### config.mk
export PLATFORM = sky130hd
export DESIGN_NAME = urv_console_port
export DESIGN_NICKNAME = d
export VERILOG_FILES = /design/src/rtl/urv_console_pkg.sv /design/src/rtl/urv_console_fifo.sv /design/src/rtl/urv_console_port.sv
export SDC_FILE = /design/constraint.sdc
export NUM_CORES = 1
export LEC_CHECK = 0
export BUFFER_PORTS_ARGS = -buffer_cell sky130_fd_sc_hd__clkbuf_2
export CAP_MARGIN = 20
export CORE_ASPECT_RATIO = 1.2
export CORE_UTILIZATION = 56
export CTS_CLUSTER_SIZE = 24
export DETAILED_ROUTE_END_ITERATION = 7
export PLACE_DENSITY = 0.79
export SYNTH_ARGS = -nofsm -noshare
export SYNTH_HDL_FRONTEND = slang
export SYNTH_HIERARCHICAL = 1
export SYNTH_SLANG_ARGS = --single-unit
### constraint.sdc
create_clock -name clk_i -period 4 [get_ports clk_i]
set_input_delay 0.4 -clock clk_i [delete_from_list [all_inputs] [get_ports clk_i]]
set_output_delay 0.4 -clock clk_i [all_outputs]
set_load 0.01 [all_outputs]
### src/rtl/urv_console_pkg.sv
// Shared definitions for the uRV console / test-status peripheral:
// register offsets, STATUS bit layout and the bus FSM states.
package urv_console_pkg;

    // Word offsets inside the 16-byte register window (dm_addr_i[3:2])
    localparam logic [1:0] OFF_TX        = 2'd0;
    localparam logic [1:0] OFF_TEST_DONE = 2'd1;
    localparam logic [1:0] OFF_STATUS    = 2'd2;
    localparam logic [1:0] OFF_CTRL      = 2'd3;

    // STATUS register layout
    localparam int STAT_FULL    = 0;
    localparam int STAT_EMPTY   = 1;
    localparam int STAT_DONE    = 2;
    localparam int STAT_CNT_LSB = 8;

    // Bus-side FSM
    typedef enum logic [1:0] {
        S_IDLE,
        S_WAIT_SPACE,
        S_ACK
    } state_e;

endpackage

### src/rtl/urv_console_fifo.sv
// Synchronous show-ahead FIFO for the console TX path. The head entry is
// presented combinationally; a pop on an empty FIFO is ignored and a push
// into a full FIFO is only taken when a pop frees a slot in the same cycle.
// Flush has priority over push and pop.
module urv_console_fifo #(
    parameter int DEPTH = 16,
    parameter int WIDTH = 8
) (
    input  logic                       clk_i,
    input  logic                       rst_n_i,
    input  logic                       push,
    input  logic                       pop,
    input  logic                       flush,
    input  logic [WIDTH-1:0]           wr_data,
    output logic [WIDTH-1:0]           rd_data,
    output logic                       full,
    output logic                       empty,
    output logic [$clog2(DEPTH):0]     count
);

    localparam int AW = $clog2(DEPTH);
    localparam int CW = AW + 1;

    logic [WIDTH-1:0] mem [DEPTH];
    logic [AW-1:0]    wr_ptr;
    logic [AW-1:0]    rd_ptr;
    logic [CW-1:0]    count_q;
    logic             do_push;
    logic             do_pop;

    assign empty   = (count_q == '0);
    assign full    = (count_q == CW'(DEPTH));
    assign do_pop  = pop && !empty;
    assign do_push = push && (!full || do_pop);
    assign count   = count_q;
    // Head is forced to zero when empty so the stale storage never leaks out
    assign rd_data = empty ? '0 : mem[rd_ptr];

    // Pointer and occupancy bookkeeping; pointers wrap naturally at DEPTH
    always_ff @(posedge clk_i or negedge rst_n_i) begin
        if (!rst_n_i) begin
            wr_ptr  <= '0;
            rd_ptr  <= '0;
            count_q <= '0;
        end else if (flush) begin
            wr_ptr  <= '0;
            rd_ptr  <= '0;
            count_q <= '0;
        end else begin
            if (do_push) wr_ptr <= wr_ptr + AW'(1);
            if (do_pop)  rd_ptr <= rd_ptr + AW'(1);
            case ({do_push, do_pop})
                2'b10:   count_q <= count_q + CW'(1);
                2'b01:   count_q <= count_q - CW'(1);
                default: count_q <= count_q;
            endcase
        end
    end

    // Storage write; contents need no reset since reads are gated by empty
    always_ff @(posedge clk_i) begin
        if (do_push && !flush) mem[wr_ptr] <= wr_data;
    end

endmodule

### src/rtl/urv_console_port.sv
// Memory-mapped console and test-status port on the uRV data bus.
// TX stores are queued into a FIFO drained over a ready/valid byte stream;
// TEST_DONE latches a completion code; STATUS exposes FIFO state for polling.
module urv_console_port
    import urv_console_pkg::*;
#(
    parameter logic [31:0] BASE_ADDR  = 32'h0010_0000,
    parameter int          FIFO_DEPTH = 16
) (
    input  logic        clk_i,
    input  logic        rst_n_i,
    input  logic [31:0] dm_addr_i,
    input  logic [31:0] dm_data_s_i,
    input  logic [3:0]  dm_data_select_i,
    input  logic        dm_store_i,
    input  logic        dm_load_i,
    output logic [31:0] dm_data_l_o,
    output logic        dm_store_done_o,
    output logic        dm_load_done_o,
    output logic [7:0]  tx_data_o,
    output logic        tx_valid_o,
    input  logic        tx_ready_i,
    output logic        test_done_o,
    output logic [31:0] test_code_o
);

    localparam int CW = $clog2(FIFO_DEPTH) + 1;

    state_e        state_q, state_d;
    logic          ack_load_q, ack_load_d;
    logic [31:0]   load_data_q, load_data_d;
    logic          test_done_q, test_done_d;
    logic [31:0]   test_code_q, test_code_d;

    logic          hit;
    logic [1:0]    offset;
    logic          push, pop, flush, full, empty, space;
    logic [CW-1:0] count;
    logic [31:0]   status_word;
    logic [31:0]   read_word;
    logic          unused_bits;

    assign hit         = (dm_addr_i[31:4] == BASE_ADDR[31:4]);
    assign offset      = dm_addr_i[3:2];
    assign tx_valid_o  = !empty;
    assign pop         = tx_valid_o && tx_ready_i;
    // A slot is available if not full, or the sink frees one this cycle
    assign space       = !full || pop;
    assign unused_bits = ^{dm_data_select_i[3:1], dm_addr_i[1:0]};

    urv_console_fifo #(
        .DEPTH (FIFO_DEPTH),
        .WIDTH (8)
    ) u_fifo (
        .clk_i   (clk_i),
        .rst_n_i (rst_n_i),
        .push    (push),
        .pop     (pop),
        .flush   (flush),
        .wr_data (dm_data_s_i[7:0]),
        .rd_data (tx_data_o),
        .full    (full),
        .empty   (empty),
        .count   (count)
    );

    // Readback mux: STATUS and TEST_DONE carry data, TX/CTRL read as zero
    always_comb begin
        status_word                       = '0;
        status_word[STAT_FULL]            = full;
        status_word[STAT_EMPTY]           = empty;
        status_word[STAT_DONE]            = test_done_q;
        status_word[STAT_CNT_LSB +: CW]   = count;
        read_word                         = '0;
        case (offset)
            OFF_TEST_DONE: read_word = test_code_q;
            OFF_STATUS:    read_word = status_word;
            default:       read_word = '0;
        endcase
    end

    // Bus FSM: decode, perform the access, then acknowledge for one cycle
    always_comb begin
        state_d     = state_q;
        ack_load_d  = ack_load_q;
        load_data_d = load_data_q;
        test_done_d = test_done_q;
        test_code_d = test_code_q;
        push        = 1'b0;
        flush       = 1'b0;
        case (state_q)
            S_IDLE: begin
                if (dm_store_i && hit) begin
                    ack_load_d = 1'b0;
                    state_d    = S_ACK;
                    case (offset)
                        OFF_TX: begin
                            if (dm_data_select_i[0]) begin
                                if (space) push = 1'b1;
                                else       state_d = S_WAIT_SPACE;
                            end
                        end
                        OFF_TEST_DONE: begin
                            test_code_d = dm_data_s_i;
                            test_done_d = 1'b1;
                        end
                        OFF_CTRL: begin
                            if (dm_data_s_i[0]) begin
                                flush       = 1'b1;
                                test_done_d = 1'b0;
                                test_code_d = '0;
                            end
                        end
                        default: ;
                    endcase
                end else if (dm_load_i && hit) begin
                    ack_load_d  = 1'b1;
                    load_data_d = read_word;
                    state_d     = S_ACK;
                end
            end
            S_WAIT_SPACE: begin
                if (!dm_store_i) begin
                    state_d = S_IDLE;
                end else if (space) begin
                    push    = 1'b1;
                    state_d = S_ACK;
                end
            end
            S_ACK:   state_d = S_IDLE;
            default: state_d = S_IDLE;
        endcase
    end

    // State, response and test-status registers
    always_ff @(posedge clk_i or negedge rst_n_i) begin
        if (!rst_n_i) begin
            state_q     <= S_IDLE;
            ack_load_q  <= 1'b0;
            load_data_q <= '0;
            test_done_q <= 1'b0;
            test_code_q <= '0;
        end else begin
            state_q     <= state_d;
            ack_load_q  <= ack_load_d;
            load_data_q <= load_data_d;
            test_done_q <= test_done_d;
            test_code_q <= test_code_d;
        end
    end

    assign dm_store_done_o = (state_q == S_ACK) && !ack_load_q;
    assign dm_load_done_o  = (state_q == S_ACK) && ack_load_q;
    assign dm_data_l_o     = load_data_q;
    assign test_done_o     = test_done_q;
    assign test_code_o     = test_code_q;

endmodule

; Word level (Yosys, flattened, before mapping)
; Memories as Yosys holds them, arrays and structs flattened.
; Cells that the tools add are included.
[word_totals]
register_bits = 81
latch_bits = 0
ram_bits = 128
rom_bits = 0
output_inout_bits = 76
word_cells = 86
memories = 1
[memory_table]
columns = memory, words, width, rd, rd_ports_with_merged_regs, wr, line
row1 = u_fifo.mem, 16, 8, 1, 0, 1, urv_console_fifo.sv:24  ; logic [WIDTH-1:0] mem [DEPTH];
[op_classes]
addsub = 4
multipliers = 0
div_mod_pow = 0
n_lt_le_gt_ge = 0
n_eq_ne = 12
shift = 0
mux = 34
bitwise = 1
n_reduce_logical = 26
[op_table]
columns = cell, n
row1 = $pmux 32 s2, 2
row2 = $mux 32, 1
row3 = $eq 28x17->1 const B, 1
row4 = $mux 4, 4
row5 = $mux 1, 14
row6 = $mux 2, 7
row7 = $pmux 5 s2, 1
row8 = $add 4x1->4 const B, 2
row9 = $eq 2x2->1 const B, 4
row10 = $logic_and 1x1->1, 8
row11 = $mux 8, 1
row12 = $reduce_bool 2->1, 4
row13 = $eq 2x1->1 const B, 3
row14 = $ne 3x3->1 const B, 2
row15 = $add 5x1->5 const B, 1
row16 = $eq 5x5->1 const B, 1
row17 = $logic_not 5->1, 1
row18 = $mux 5, 1
row19 = $sub 5x1->5 const B, 1
row20 = $logic_not 1->1, 4
row21 = $logic_not 2->1, 2
row22 = $pmux 1 s2, 2
row23 = $pmux 2 s2, 1
row24 = $reduce_and 2->1, 2
row25 = other kinds (6), 7

; Logic depth before layout (Yosys ltp)
; Gate-level depths: netlist of the first run.
[depth]
ltp_word = 13
ltp_mapped = 15
depth_no_buf = 13

; Hierarchy
; The synthesis of the first run kept the hierarchy.
[modules_own_cells]
columns = mod, n_inst, cells_each, area_per_inst_um2, seq_area_each_um2
row1 = urv_console_fifo, 1, 327, 5950.7, 4169.0
row2 = urv_console_port, 1, 251, 2977.9, 1701.6

; Least setup slack after synthesis of the first run
; Ideal clock, no wire load.
[synth_timing]
path_kind = reg-to-reg
startpoint = reg u_fifo.count_q[1], in the netlist u_fifo/count[1]
endpoint = reg u_fifo.count_q[4], in the netlist u_fifo/count[4]
arrival_time_ps = 3426
path_slack_ps = 446
stages_incl_launch_ff = 16
path_buffers = 2
synth_period_minus_slack_ps = 3554
path_cell_list = dfrtp_1 or4_1 buf_2 nor2_2 nor2b_1 nand2b_1 nand2_1 nor2_1 buf_2 a211oi_2 inv_1 fa_1 nand2b_1 o2bb2ai_1 mux2i_1 nand3_1
[synth_between]
elab_chain_cells = 13
[synth_lines]
columns = element, line
row1 = start: declaration, urv_console_fifo.sv:27  ; logic [CW-1:0] count_q;
row2 = start signal: assignment, urv_console_fifo.sv:53  ; 2'b10: count_q <= count_q + CW'(1);
row3 = start signal: assignment, urv_console_fifo.sv:54  ; 2'b01: count_q <= count_q - CW'(1);
row4 = start signal: assignment, urv_console_fifo.sv:55  ; default: count_q <= count_q;
row5 = $logic_not 5->1 (*), urv_console_fifo.sv:31  ; assign empty = (count_q == '0);
row6 = named net empty, urv_console_port.sv:37  ; logic push, pop, flush, full, empty, space;
row7 = $logic_not 1->1 (*), urv_console_port.sv:45  ; assign tx_valid_o = !empty;
row8 = $logic_and 1x1->1 (*), urv_console_port.sv:46  ; assign pop = tx_valid_o && tx_ready_i;
row9 = named net pop, urv_console_port.sv:37
row10 = $logic_or 1x1->1 (*), urv_console_port.sv:48  ; assign space = !full || pop;
row11 = $mux 1 (*), "urv_console_port.sv:99, urv_console_port.sv:125"
row12 = $mux 1, urv_console_port.sv:98  ; if (dm_data_select_i[0]) begin
row13 = $mux 1, urv_console_port.sv:96  ; case (offset)
row14 = $mux 1, urv_console_port.sv:93  ; if (dm_store_i && hit) begin
row15 = $pmux 1 s2 (*), urv_console_port.sv:91  ; case (state_q)
row16 = named net push, urv_console_port.sv:37
row17 = $logic_and 1x1->1 (*), urv_console_fifo.sv:34  ; assign do_push = push && (!full || do_pop);
row18 = $eq 2x1->1 or $eq 2x2->1 (tied branches), urv_console_fifo.sv:52  ; case ({do_push, do_pop})
row19 = $pmux 5 s2, urv_console_fifo.sv:52
row20 = $mux 5, urv_console_fifo.sv:45  ; end else if (flush) begin
; The timed path passes the listed nets; every way through them passes the cells marked *.
; A chain may end at the register's enable or synchronous reset.

; Worst setup path in the final report of the first run
[layout_timing]
startpoint = reg u_fifo.count_q[0], in the netlist u_fifo/count[0]
endpoint = mem u_fifo.mem[8][0], enable pin
[layout_between]
elab_chain_cells = 13
[layout_lines]
columns = element, line
row1 = $logic_not 5->1 (*), urv_console_fifo.sv:31
row2 = named net empty, urv_console_port.sv:37
row3 = $logic_not 1->1 (*), urv_console_port.sv:45
row4 = $logic_and 1x1->1 (*), urv_console_port.sv:46
row5 = named net pop, urv_console_port.sv:37
row6 = $logic_or 1x1->1 (*), urv_console_port.sv:48
row7 = $mux 1 (*), "urv_console_port.sv:99, urv_console_port.sv:125"
row8 = $mux 1, urv_console_port.sv:98
row9 = $mux 1, urv_console_port.sv:96
row10 = $mux 1, urv_console_port.sv:93
row11 = $pmux 1 s2 (*), urv_console_port.sv:91
row12 = named net push, urv_console_port.sv:37
row13 = $logic_and 1x1->1 (*), urv_console_fifo.sv:34
row14 = $logic_and 1x1->1 (*), urv_console_fifo.sv:62  ; if (do_push && !flush) mem[wr_ptr] <= wr_data;
row15 = $mux 1 (*), urv_console_fifo.sv:62
row16 = $mux 1 (implied by the code) (*), urv_console_fifo.sv:62
row17 = end: declaration, urv_console_fifo.sv:24
; Marked as above.

==> metrics.md, run 1 <==
| Metric | Value |
|---|---|
| Status | `finished clean` |
| Row cnt | `50` |
| GRT Total Usage | `around a quarter` |
| Root Buffer | `clkbuf_16` |
| Pin count of the biggest net entering global routing | `82` |
| Commonest cells after routing, fill and taps aside | `clkbuf_2, edfxtp_1, dfrtp_1, a22o_1, inv_1` |
| CTS tree | `yes` |
| Post-layout min period | `about 3.6 ns` |
| Synthesized instance count | `~580` |
| Ys flop type | `edfxtp_1` |
| Iter 0 DRT Violations | `379` |
| Final Core Density | `around two thirds` |
| Vias | `5,566` |
| Finish-stage setup viols | `0` |
| Post-synthesis cell type count | `53` |
| Fin. max-slew vios | `0` |
| Synthesis Warnings | `6` |
| Worst Path Arrival | `3.71 ns` |
| Die H | `between 100 and 150 µm` |
| RSZ-0062 raised after global routing | `no` |
| Num CTS Buffers | `21` |
| Die Span X | `about 120 µm` |
| Max Buffers Root-to-Sink | `3` |
| H-tree depth | `1` |
| Core footprint | `~16,000 µm²` |
| Drt wl/cell | `between 20 and 25 µm` |
| Worst R2R Setup Slack | `between 0.3 and 0.4 ns` |
| Post-CTS Setup Inserts | `0` |
| Number of global-route vias before repair | `~5,700` |
| DRC | `0` |
| Cell area after synthesis | `~8900 µm²` |
| Async set or reset register ratio after synthesis | `38.8%` |
| Hold Path Cell Cnt | `2` |
| Total Wirelength | `around 19 mm` |
| Slew margin rel. | `a little under two fifths` |
| Max cap viols | `0` |
| CP endpoint kind | `flop` |
| Final Hold Fails | `0` |
| Post-detail-place hpwl | `~13 mm` |
| Finished Layout Cells | `953` |
| Port bufs | `roughly 140` |
| Inst Count DP | `a little over 900` |
| Yosys reg bits | `around 210` |
| Clock Latency Late Sink | `0.49 ns` |
| Gpl congestion | `between 0.8 and 0.9` |
| Worst-case reg-to-reg path depth | `11` |
| Worst Hold Class | `in -> reg` |
| Critical Path RT | `roughly 4.1 ns` |
| TNS Setup | `0 ns` |
| Synth top area share | `between 40 and 50%` |
| Number of routed nets with antenna violations | `0` |
| Setup CP Type | `reg -> reg` |
| Area of the multi-input gates | `approximately 2700 µm²` |
| Sequential Area | `~5900 µm²` |
| Sink Count | `209` |
| Tot Pwr | `5.53 mW` |
| Vias/cell | `5.84` |
| Io pins | `between 100 and 150` |
| EDFF count, synth | `between 100 and 150` |
| Leak pwr | `roughly 4.3 nW` |
| Syn_area_per_cell | `15.4 µm²` |
| Synth Net Count | `roughly 660` |
| Post-Route Skew | `roughly 0.014 ns` |
| Diode count | `0` |
| Reg clk slew, reported paths | `roughly 0.06 ns` |
| Die area | `16,500 µm²` |
| Antenna violations before repair | `0` |
| First-pass DRT Iterations | `4` |
| Crit path max fanout | `9` |
| Area contributors post-synth | `edfxtp_1, dfrtp_1, mux4_2` |
| Dominant cell type by area after synthesis | `edfxtp_1` |
| Fmax achieved | `277 MHz` |
| Total Nets Final | `818` |
| First-pass GRT wire length | `roughly 30 mm` |
| Type of origin of the critical path | `flop` |
| Initial Utilization | `a little under three fifths` |
| # fillers | `~1,000` |
| Grt ovf | `0` |
| Period utilization | `90.2%` |
| Share of cells above drive strength 1 | `32.1%` |
| Synth-to-Final Area Change | `17.8%` |
| Cell Pwr Density | `around 530 nW/µm²` |
| Commonest non-fill, non-tap cell in the layout | `clkbuf_2` |
| Worst IR drop on VDD | `between 300 and 400 µV` |
| Sequential cell area fraction in the yosys report | `approximately two thirds` |
| Worst slew pin tran | `about 0.94 ns` |
-- what timing repair did --
item	4_1_cts	5_1_grt
hold endpoints to repair	0	8
hold buffers	0	1
resized for setup	0	0
-- worst paths after layout --
| path | from | end |
|---|---|---|
| worst min-delay path | dm_data_s_i[8] | test_code_o[8]$_DFFE_PN0P_ |
| max in group asynchronous | rst_n_i | u_fifo/wr_ptr[2]$_DFFE_PN0P_ |
| worst min register to register | ack_load_q$_DFFE_PN0P_ | ack_load_q$_DFFE_PN0P_ |
| min in group asynchronous | rst_n_i | test_code_o[16]$_DFFE_PN0P_ |
| worst max-delay path | u_fifo/count[0]$_DFFE_PN0P_ | u_fifo/mem[8][0]$_DFFE_PP_ |
| worst max register to register | u_fifo/count[0]$_DFFE_PN0P_ | u_fifo/mem[8][0]$_DFFE_PP_ |
-- layout make-up --
type | count | share of cell area, %
sequential | 209 | 55.8
clock inverter | 8 | 0.404
multi-input combinational | 299 | 26.1
inverter | 37 | 1.32
timing repair buffer | 164 | 8.54
tap | 208 | 2.47
clock buffer | 28 | 5.34
-- cell usage after synthesis, types with 11 or more instances --
master and instances:
edfxtp_1 128, dfrtp_1 81, a22o_1 40, inv_1 37
mux2i_1 36, nand2_1 33, mux4_2 32, nor2_1 32
a211oi_1 17, clkbuf_1 12, ha_1 12, nor2b_1 12
buf_2 11
-- per-layer routing --
layer	vias up	routed length [µm]	track usage, %
li1	2483	-	-
met1	2800	7570	30.7
met2	245	9830	41.9
met3	38	1160	3.81
met4	0	517	8.26
met5	-	0	0
-- registers in the layout (all words and copies together), names as in the netlist --
| signal | cells |
|---|---|
| u_fifo/mem | 128 |
| state_q | 2 |
| ack_load_q | 1 |
| u_fifo/rd_ptr | 4 |
| u_fifo/count | 5 |
| test_done_o | 1 |
| u_fifo/wr_ptr | 4 |
| dm_data_l_o | 32 |
| test_code_o | 32 |
-- cells by family (layout without fill, tap and decap cells) --
group                      count (synthesis)  count (layout)  share of synthesized area [%]
DFF                                      209             209                           65.8
and+or+nand+nor                          123             123                           7.34
muxes                                     79              79                           13.5
AOI/OAI and AO/OA                         77              77                           7.34
buffers and inverters                     70             237                           3.48
adders and majority gates                 13              13                           1.91
xor gates and xnor gates                   7               7                          0.687
-- through the flow --
step	instance area [µm²]	setup slack, ns	hold WS, ns
2_1_floorplan	8930	0.446	0.104
3_3_place_gp	9880	0.582	0.483
3_5_place_dp	9880	0.429	0.500
4_1_cts	10500	0.434	0.119
5_1_grt	10500	0.0816	0.133
6_report	10500	0.391	0.134
-- power breakdown --
group	switching, mW	leakage, nW	internal, mW	total (mW)
clock network	0.751	0.294	0.985	1.74
registers	0.182	2.13	2.34	2.52
logic	0.630	1.89	0.644	1.27
-- critical path, cell delays in order (launching register included) --
cell      delay (ns)
dfrtp_1         0.49
or4_1           0.38
nor2_2          0.07
nor2b_1         0.13
buf_4           0.18
nand2b_1        0.18
nand2_1         0.06
nor2_1          0.17
buf_4           0.22
a21boi_1        0.44
nand2_1         0.21
nor2_1          0.68
Power figures use the tool's default switching activity.
==> inputs of run 2 (changes only) <==
==> constraint.sdc (replaced) <==
create_clock -name clk_i -period 4 [get_ports clk_i]
set_input_delay 0.2 -clock clk_i [delete_from_list [all_inputs] [get_ports clk_i]]
set_output_delay 0.2 -clock clk_i [all_outputs]
set_load 0.01 [all_outputs]
==> run 2 against run 1 <==
Setup slack better by 0.17 ns. Final area up 2.1%. Critical path depth down 1. Combinational power about the same. Sequential cell count unchanged. Register-to-register slack better by 0.17 ns. Global-route usage up 2.9 points. Non-clock buffer count up 19. Via count up 2.4%. First-iteration DRC count up 0.79%. Cell count up 2.1%. Sequential share of layout area down 1.1 points. Critical path type unchanged. Largest cell class unchanged.
==> metrics.md, run 2 (same netlist as run 1, synthesis figures left out) <==
| Metric | Value |
|---|---|
| Critical Path RT | `4.12 ns (+0.02 ns)` |
| # fillers | `996 (-4.4%)` |
| Worst-case reg-to-reg path depth | `10 (-1)` |
| Post-CTS Setup Inserts | `0 (unchanged)` |
| Die H | `140 µm (unchanged)` |
| Core footprint | `15,600 µm² (unchanged)` |
| Largest Register | `u_fifo/mem` |
| Sequential Area | `5870 µm² (unchanged)` |
| Final Core Density | `68.9% (+1.4 points)` |
| Final Hold Fails | `0 (unchanged)` |
| Leak pwr | `4.39 nW (+1.8%)` |
| Post-detail-place hpwl | `13.2 mm (+3.8%)` |
| GRT Total Usage | `27.0% (+2.9 points)` |
| RSZ-0062 raised after global routing | `no` |
| Tot Pwr | `5.65 mW (+2.0%)` |
| Total Nets Final | `836 (+2.2%)` |
| Vias/cell | `5.86 (+0.34%)` |
| TNS Setup | `0 ns (unchanged)` |
| Worst R2R Setup Slack | `0.56 ns (+0.17 ns)` |
| Hold Buf Count CTS | `25 (+25)` |
| Largest delay share family, worst path | `simple AND/OR/NAND/NOR gates` |
| Commonest cells after routing, fill and taps aside | `clkbuf_2, edfxtp_1, dfrtp_1, a22o_1, inv_1` |
| Area post-placement | `9850 µm² (-0.30%)` |
| Die area | `16,500 µm² (unchanged)` |
| Post-CTS Resized | `0 (unchanged)` |
| CP Cell Sequence | `or4_1 > nor2_2 > nor2b_1 > nand2b_1 > nand2_1 > nor2_1 > buf_4 > a21boi_1 > nand2_1 > nor2_1` |
| DR WL met3 | `1.26 mm (+9.0%)` |
| CP endpoint kind | `flop` |
| Post-Route Skew | `0.0146 ns (+0.000337 ns)` |
| Crit path buffers/inverters | `1 (-1)` |
| Grt ovf | `0 (unchanged)` |
| Initial Utilization | `57.3% (unchanged)` |
| Number of routed nets with antenna violations | `0 (unchanged)` |
| Drt wl/cell | `21.4 µm (+6.7%)` |
| First-pass GRT wire length | `32.9 mm (+9.8%)` |
| Antenna violations before repair | `1 (+1)` |
| Commonest non-fill, non-tap cell in the layout | `clkbuf_2` |
| Sink Count | `209 (unchanged)` |
| Max Buffers Root-to-Sink | `3 (unchanged)` |
| Row cnt | `50 (unchanged)` |
| Vias | `5,702 (+2.4%)` |
| Area of the multi-input gates | `2750 µm² (unchanged)` |
| Gpl congestion | `0.802 (-2.2%)` |
| Reg2Reg Capture Point | `u_fifo/mem[14][5]$_DFFE_PP_` |
| Reg clk slew, reported paths | `0.07 ns (about the same)` |
| Status | `finished clean` |
| Worst slew pin tran | `1.03 ns (+0.0834 ns)` |
| CTS tree | `yes` |
| H-tree depth | `1 (unchanged)` |
| Hold Path Cell Cnt | `3 (+1)` |
| Max FFs per register | `128 (unchanged)` |
| Root Buffer | `clkbuf_16` |
| Finish-stage setup viols | `0 (unchanged)` |
| Die Span X | `117 µm (unchanged)` |
| R2r startpoint | `u_fifo/count[1]$_DFFE_PN0P_` |
| Num CTS Buffers | `20 (-4.8%)` |
| Worst Path Arrival | `3.55 ns (-0.16 ns)` |
| Max stage delay on crit path | `0.74 ns (+0.06 ns)` |
| Max cap viols | `0 (unchanged)` |
| Fin. max-slew vios | `0 (unchanged)` |
| Total Wirelength | `20.8 mm (+8.9%)` |
| Number of global-route vias before repair | `6,107 (+6.5%)` |
| Clock Latency Late Sink | `0.49 ns (about the same)` |
| Type of origin of the critical path | `flop` |
| Worst Hold Class | `in -> reg` |
| Critical path's slowest cell | `nor2_1` |
| Io pins | `149 (unchanged)` |
| Period utilization | `86.0% (-4.3 points)` |
| Post-route cell area | `10,700 µm² (+2.1%)` |
| Slew margin rel. | `31.6% (-5.6 points)` |
| Synth-to-Final Area Change | `20.3%` |
| Share of cells above drive strength 1 | `31.0% (-1.1 points)` |
| Setup CP Type | `reg -> reg` |
| Cell Pwr Density | `526 nW/µm² (about the same)` |
| Hold Startpoint | `dm_load_i` |
| Iter 0 DRT Violations | `382 (+0.79%)` |
| Worst IR drop on VDD | `329 µV (+3.6%)` |
| Top sig layer | `met4` |
| Pin count of the biggest net entering global routing | `82 (unchanged)` |
| Port bufs | `143 (unchanged)` |
| Post-route met1 wirelength | `7.80 mm (+3.0%)` |
| Met2 wire length | `11.0 mm (+12%)` |
| Fmax achieved | `291 MHz (+4.9%)` |
| Post-layout min period | `3.44 ns (-0.170 ns)` |
| DRC | `0 (unchanged)` |
| Crit path max fanout | `10 (+1)` |
| First-pass DRT Iterations | `5 (+1)` |
| Hold endpoint | `state_q[1]$_DFFE_PN0P_` |
==> run 2: layer usage <==
metal  track usage (%)  up-vias
li1                  -     2515
met1              34.2     2865
met2              46.9      271
met3              3.76       51
met4              10.3        0
met5                 0        -
==> run 2: layout make-up <==
class | count | share of cell area [%]
flip-flops and latches | 209 | 54.7
multi-input cells | 299 | 25.6
repair buffers | 183 | 10.1
clock buffers | 23 | 4.96
well taps | 208 | 2.42
inverters | 37 | 1.29
clock inverters | 13 | 0.979
diodes | 1 | 0.0233
==> run 2: worst max path at each step <==
| stage | start | to | slack (ns) | depth (start not counted) |
|---|---|---|---|---|
| final | u_fifo/count[1]$_DFFE_PN0P_ | u_fifo/mem[14][5]$_DFFE_PP_ | 0.56 | 10 |
| after global routing | u_fifo/count[1]$_DFFE_PN0P_ | u_fifo/mem[14][0]$_DFFE_PP_ | 0.36 | 10 |
| after CTS | u_fifo/count[1]$_DFFE_PN0P_ | u_fifo/mem[14][5]$_DFFE_PP_ | 0.67 | 10 |
| after detailed placement | u_fifo/count[1]$_DFFE_PN0P_ | u_fifo/count[4]$_DFFE_PN0P_ | 0.72 | 14 |
| after global placement | u_fifo/count[1]$_DFFE_PN0P_ | u_fifo/count[4]$_DFFE_PN0P_ | 0.78 | 14 |
| after floorplan | u_fifo/count[1]$_DFFE_PN0P_ | u_fifo/count[4]$_DFFE_PN0P_ | 0.45 | 15 |
==> run 2: tightest hold or removal path, cell delays in order <==
cell      delay, ns
clkbuf_2       0.09
o22ai_1        0.14
o31ai_1        0.09
==> run 2: through the flow <==
step | setup WS, ns | cells | hold WS [ns]
6_report | 0.562 | 973 | 0.0619
5_1_grt | 0.358 | 973 | 0.0831
4_1_cts | 0.670 | 972 | 0.0523
3_5_place_dp | 0.720 | 911 | 0.421
3_3_place_gp | 0.779 | 911 | 0.420
2_1_floorplan | 0.446 | 578 | -0.0956
==> run 2: report_power, final <==
group / total [mW] / internal, mW / switching [mW]
clock: 1.83 / 1.03 / 0.796
sequential: 2.53 / 2.34 / 0.186
combinational: 1.29 / 0.661 / 0.631
==> inputs of run 3 (changes only) <==
--- a/config.mk
+++ b/config.mk
@@ -8,10 +8,10 @@
 export BUFFER_PORTS_ARGS = -buffer_cell sky130_fd_sc_hd__clkbuf_2
 export CAP_MARGIN = 20
 export CORE_ASPECT_RATIO = 1.2
-export CORE_UTILIZATION = 56
+export CORE_MARGIN = 2
+export CORE_UTILIZATION = 41
 export CTS_CLUSTER_SIZE = 24
 export DETAILED_ROUTE_END_ITERATION = 7
-export PLACE_DENSITY = 0.79
 export SYNTH_ARGS = -nofsm -noshare
 export SYNTH_HDL_FRONTEND = slang
 export SYNTH_HIERARCHICAL = 1
==> run 3 against run 2 <==
Clock power up 13%. Worst hold slack better by 0.021 ns. First-iteration DRC count down 19%. Clock skew down 0.0024 ns. Final area up 2.5%. Cell count up 8.1%. Sequential cell count unchanged. Register-to-register slack better by 0.02 ns. Die area up 40%. Core utilization down 18 points. Combinational power about the same. Critical path type unchanged. Highest routed layer unchanged.
==> metrics.md, run 3 (same netlist as run 1, synthesis figures left out) <==
| Metric | Value |
|---|---|
| Post-layout min period | `3.42 ns (-0.0159 ns)` |
| Place WS | `0.609 ns (-0.111 ns)` |
| Fmax achieved | `292 MHz (+0.46%)` |
| Clock Latency Late Sink | `0.50 ns (about the same)` |
| GRT Total Usage | `17.5% (-9.6 points)` |
| NetSw | `1.63 mW (+1.2%)` |
| Post-CTS Resized | `0 (unchanged)` |
| Commonest non-fill, non-tap cell in the layout | `clkbuf_2` |
| Antenna violations before repair | `0 (-1)` |
| Max cap viols | `0 (unchanged)` |
| Num CTS Buffers | `22 (+10%)` |
| Clock power frac | `35.0% (+2.6 points)` |
| Area post-placement | `10000 µm² (+1.5%)` |
| Reg2Reg Capture Point | `u_fifo/mem[9][5]$_DFFE_PP_` |
| Setup CP Type | `reg -> reg` |
| Vias/cell | `5.25 (-10%)` |
| Gpl congestion | `0.815 (+1.5%)` |
| Status | `finished clean` |
| Row cnt | `59 (+18%)` |
| Final Hold Fails | `0 (unchanged)` |
| CP endpoint kind | `flop` |
| Final Core Density | `51.1% (-18 points)` |
| Io pins | `149 (unchanged)` |
| Logic gate share of total power | `21.9% (-1.0 points)` |
| Share of cells above drive strength 1 | `32.0% (+0.98 points)` |
| Port bufs | `143 (unchanged)` |
| Worst hold margin | `0.0831 ns (+0.0212 ns)` |
| Worst Hold Class | `in -> async` |
| Critical Path RT | `4.12 ns (about the same)` |
| Total Nets Final | `848 (+1.4%)` |
| Die Span X | `139 µm (+18%)` |
| TNS Setup | `0 ns (unchanged)` |
| # fillers | `1,850 (+86%)` |
| Int Power | `4.25 mW (+5.5%)` |
| DRC | `0 (unchanged)` |
| RSZ-0062 raised after global routing | `no` |
| Worst IR drop on VDD | `367 µV (+11%)` |
| Drt wl/cell | `19.0 µm (-11%)` |
| Post-route cell area | `11,000 µm² (+2.5%)` |
| Period utilization | `85.6% (-0.40 points)` |
| Hold Buf Count CTS | `25 (unchanged)` |
| Finish-stage setup viols | `0 (unchanged)` |
| R2r startpoint | `u_fifo/count[0]$_DFFE_PN0P_` |
| Type of origin of the critical path | `flop` |
| Reg clk slew, reported paths | `0.06 ns (about the same)` |
| Leak pwr | `4.51 nW (+2.6%)` |
| Commonest cells after routing, fill and taps aside | `clkbuf_2, edfxtp_1, dfrtp_1, a22o_1, inv_1` |
| Max Buffers Root-to-Sink | `3 (unchanged)` |
| Initial Utilization | `41.4% (-16 points)` |
| Cell Pwr Density | `535 nW/µm² (+1.7%)` |
| CTS tree | `yes` |
| Number of global-route vias before repair | `5,934 (-2.8%)` |
| Post-Route Skew | `0.0122 ns (-0.00243 ns)` |
| Number of routed nets with antenna violations | `0 (unchanged)` |
| H-tree depth | `1 (unchanged)` |
| Largest Register | `u_fifo/mem` |
| Total Wirelength | `19.9 mm (-4.0%)` |
| Worst R2R Setup Slack | `0.58 ns (+0.02 ns)` |
| Sink Count | `209 (unchanged)` |
| Post-detail-place hpwl | `13.4 mm (+1.8%)` |
| Core footprint | `21,600 µm² (+38%)` |
| Slew margin rel. | `36.8% (+5.2 points)` |
| Root Buffer | `clkbuf_16` |
| Pin count of the biggest net entering global routing | `82 (unchanged)` |
| Diode count | `0 (-1)` |
| Fin. max-slew vios | `0 (unchanged)` |
| Worst-case reg-to-reg path depth | `10 (unchanged)` |
| First-pass GRT wire length | `32.0 mm (-2.7%)` |
| Die area | `23,000 µm² (+40%)` |
| First-pass DRT Iterations | `4 (-1)` |
| Sw frac | `27.7% (-0.83 points)` |
| Worst Path Arrival | `3.54 ns (about the same)` |
| Grt ovf | `0 (unchanged)` |
| Die H | `166 µm (+18%)` |
| Crit path max fanout | `9 (-1)` |
| Vias | `5,524 (-3.1%)` |
| Sequential power share | `43.1% (-1.6 points)` |
| Post-CTS Setup Inserts | `0 (unchanged)` |
| Synth-to-Final Area Change | `23.3%` |
| Max FFs per register | `128 (unchanged)` |
| Iter 0 DRT Violations | `310 (-19%)` |
| Final worst-path setup slack | `0.577 ns (+0.0159 ns)` |
| Worst slew pin tran | `0.941 ns (-0.0844 ns)` |
-- run 3: cell types whose count changed in the layout (fill, tap and decap cells not counted) --
cell	delta
diode_2	-1
clkbuf_1	+3
clkinvlp_4	-2
clkinv_1	-1
bufinv_16	+2
clkinv_8	-1
buf_16	+1
buf_4	+9
clkbuf_16	+2
clkinv_4	+1
-- run 3: metrics by stage --
| step | instances | power, mW |
|---|---|---|
| 3_5_place_dp | 986 | 3.86 |
| 4_1_cts | 1051 | 5.96 |
| 6_report | 1052 | 5.89 |
| 5_1_grt | 1052 | 6.15 |
| 2_1_floorplan | 578 | 3.46 |
| 3_3_place_gp | 986 | 3.82 |
-- run 3: worst max path at each step --
stage	from	to	slack (ns)	depth (start not counted)
CTS	u_fifo/count[1]$_DFFE_PN0P_	u_fifo/count[4]$_DFFE_PN0P_	0.60	13
detailed placement	u_fifo/count[0]$_DFFE_PN0P_	u_fifo/mem[9][5]$_DFFE_PP_	0.61	10
finish	u_fifo/count[0]$_DFFE_PN0P_	u_fifo/mem[9][5]$_DFFE_PP_	0.58	10
global placement	u_fifo/count[0]$_DFFE_PN0P_	u_fifo/count[4]$_DFFE_PN0P_	0.67	13
floorplan	u_fifo/count[1]$_DFFE_PN0P_	u_fifo/count[4]$_DFFE_PN0P_	0.45	15
global route	u_fifo/count[0]$_DFFE_PN0P_	u_fifo/mem[9][5]$_DFFE_PP_	0.25	10
-- run 3: routing by layer --
| layer | GRT usage, % | vias to the layer above | wire length [µm] |
|---|---|---|---|
| li1 | - | 2547 | - |
| met1 | 22.2 | 2753 | 8250 |
| met2 | 30.7 | 193 | 10100 |
| met3 | 3.01 | 31 | 1090 |
| met4 | 5.27 | 0 | 473 |
| met5 | 0 | - | 0 |
-- run 3: critical path, stage by stage, from the launching register on --
cell and delay, ns:
dfrtp_1 0.49, or4_1 0.36, nor2_2 0.06, nor2b_1 0.14, nand2b_1 0.20, nand2_1 0.07, nor2_1 0.18, buf_4 0.22
a21boi_1 0.44, nand2_1 0.20, nor2_1 0.68
-- run 3: power by group through the flow --
stage	clock network [mW]	registers [mW]	logic (mW)
after detailed placement	0	2.58	1.28
after global routing	2.18	2.56	1.41
after CTS	2.12	2.54	1.30
after global placement	0	2.58	1.24
final	2.06	2.54	1.29
after floorplan	0	2.43	1.03
-- run 3: cell type report --
class | instances | area (µm²) | share of cell area (%)
clock buffers | 28 | 594 | 5.40
well taps | 274 | 343 | 3.11
clock inverters | 12 | 139 | 1.26
repair buffers | 193 | 1180 | 10.7
flip-flops and latches | 209 | 5870 | 53.3
inverters | 37 | 139 | 1.26
multi-input cells | 299 | 2750 | 25.0
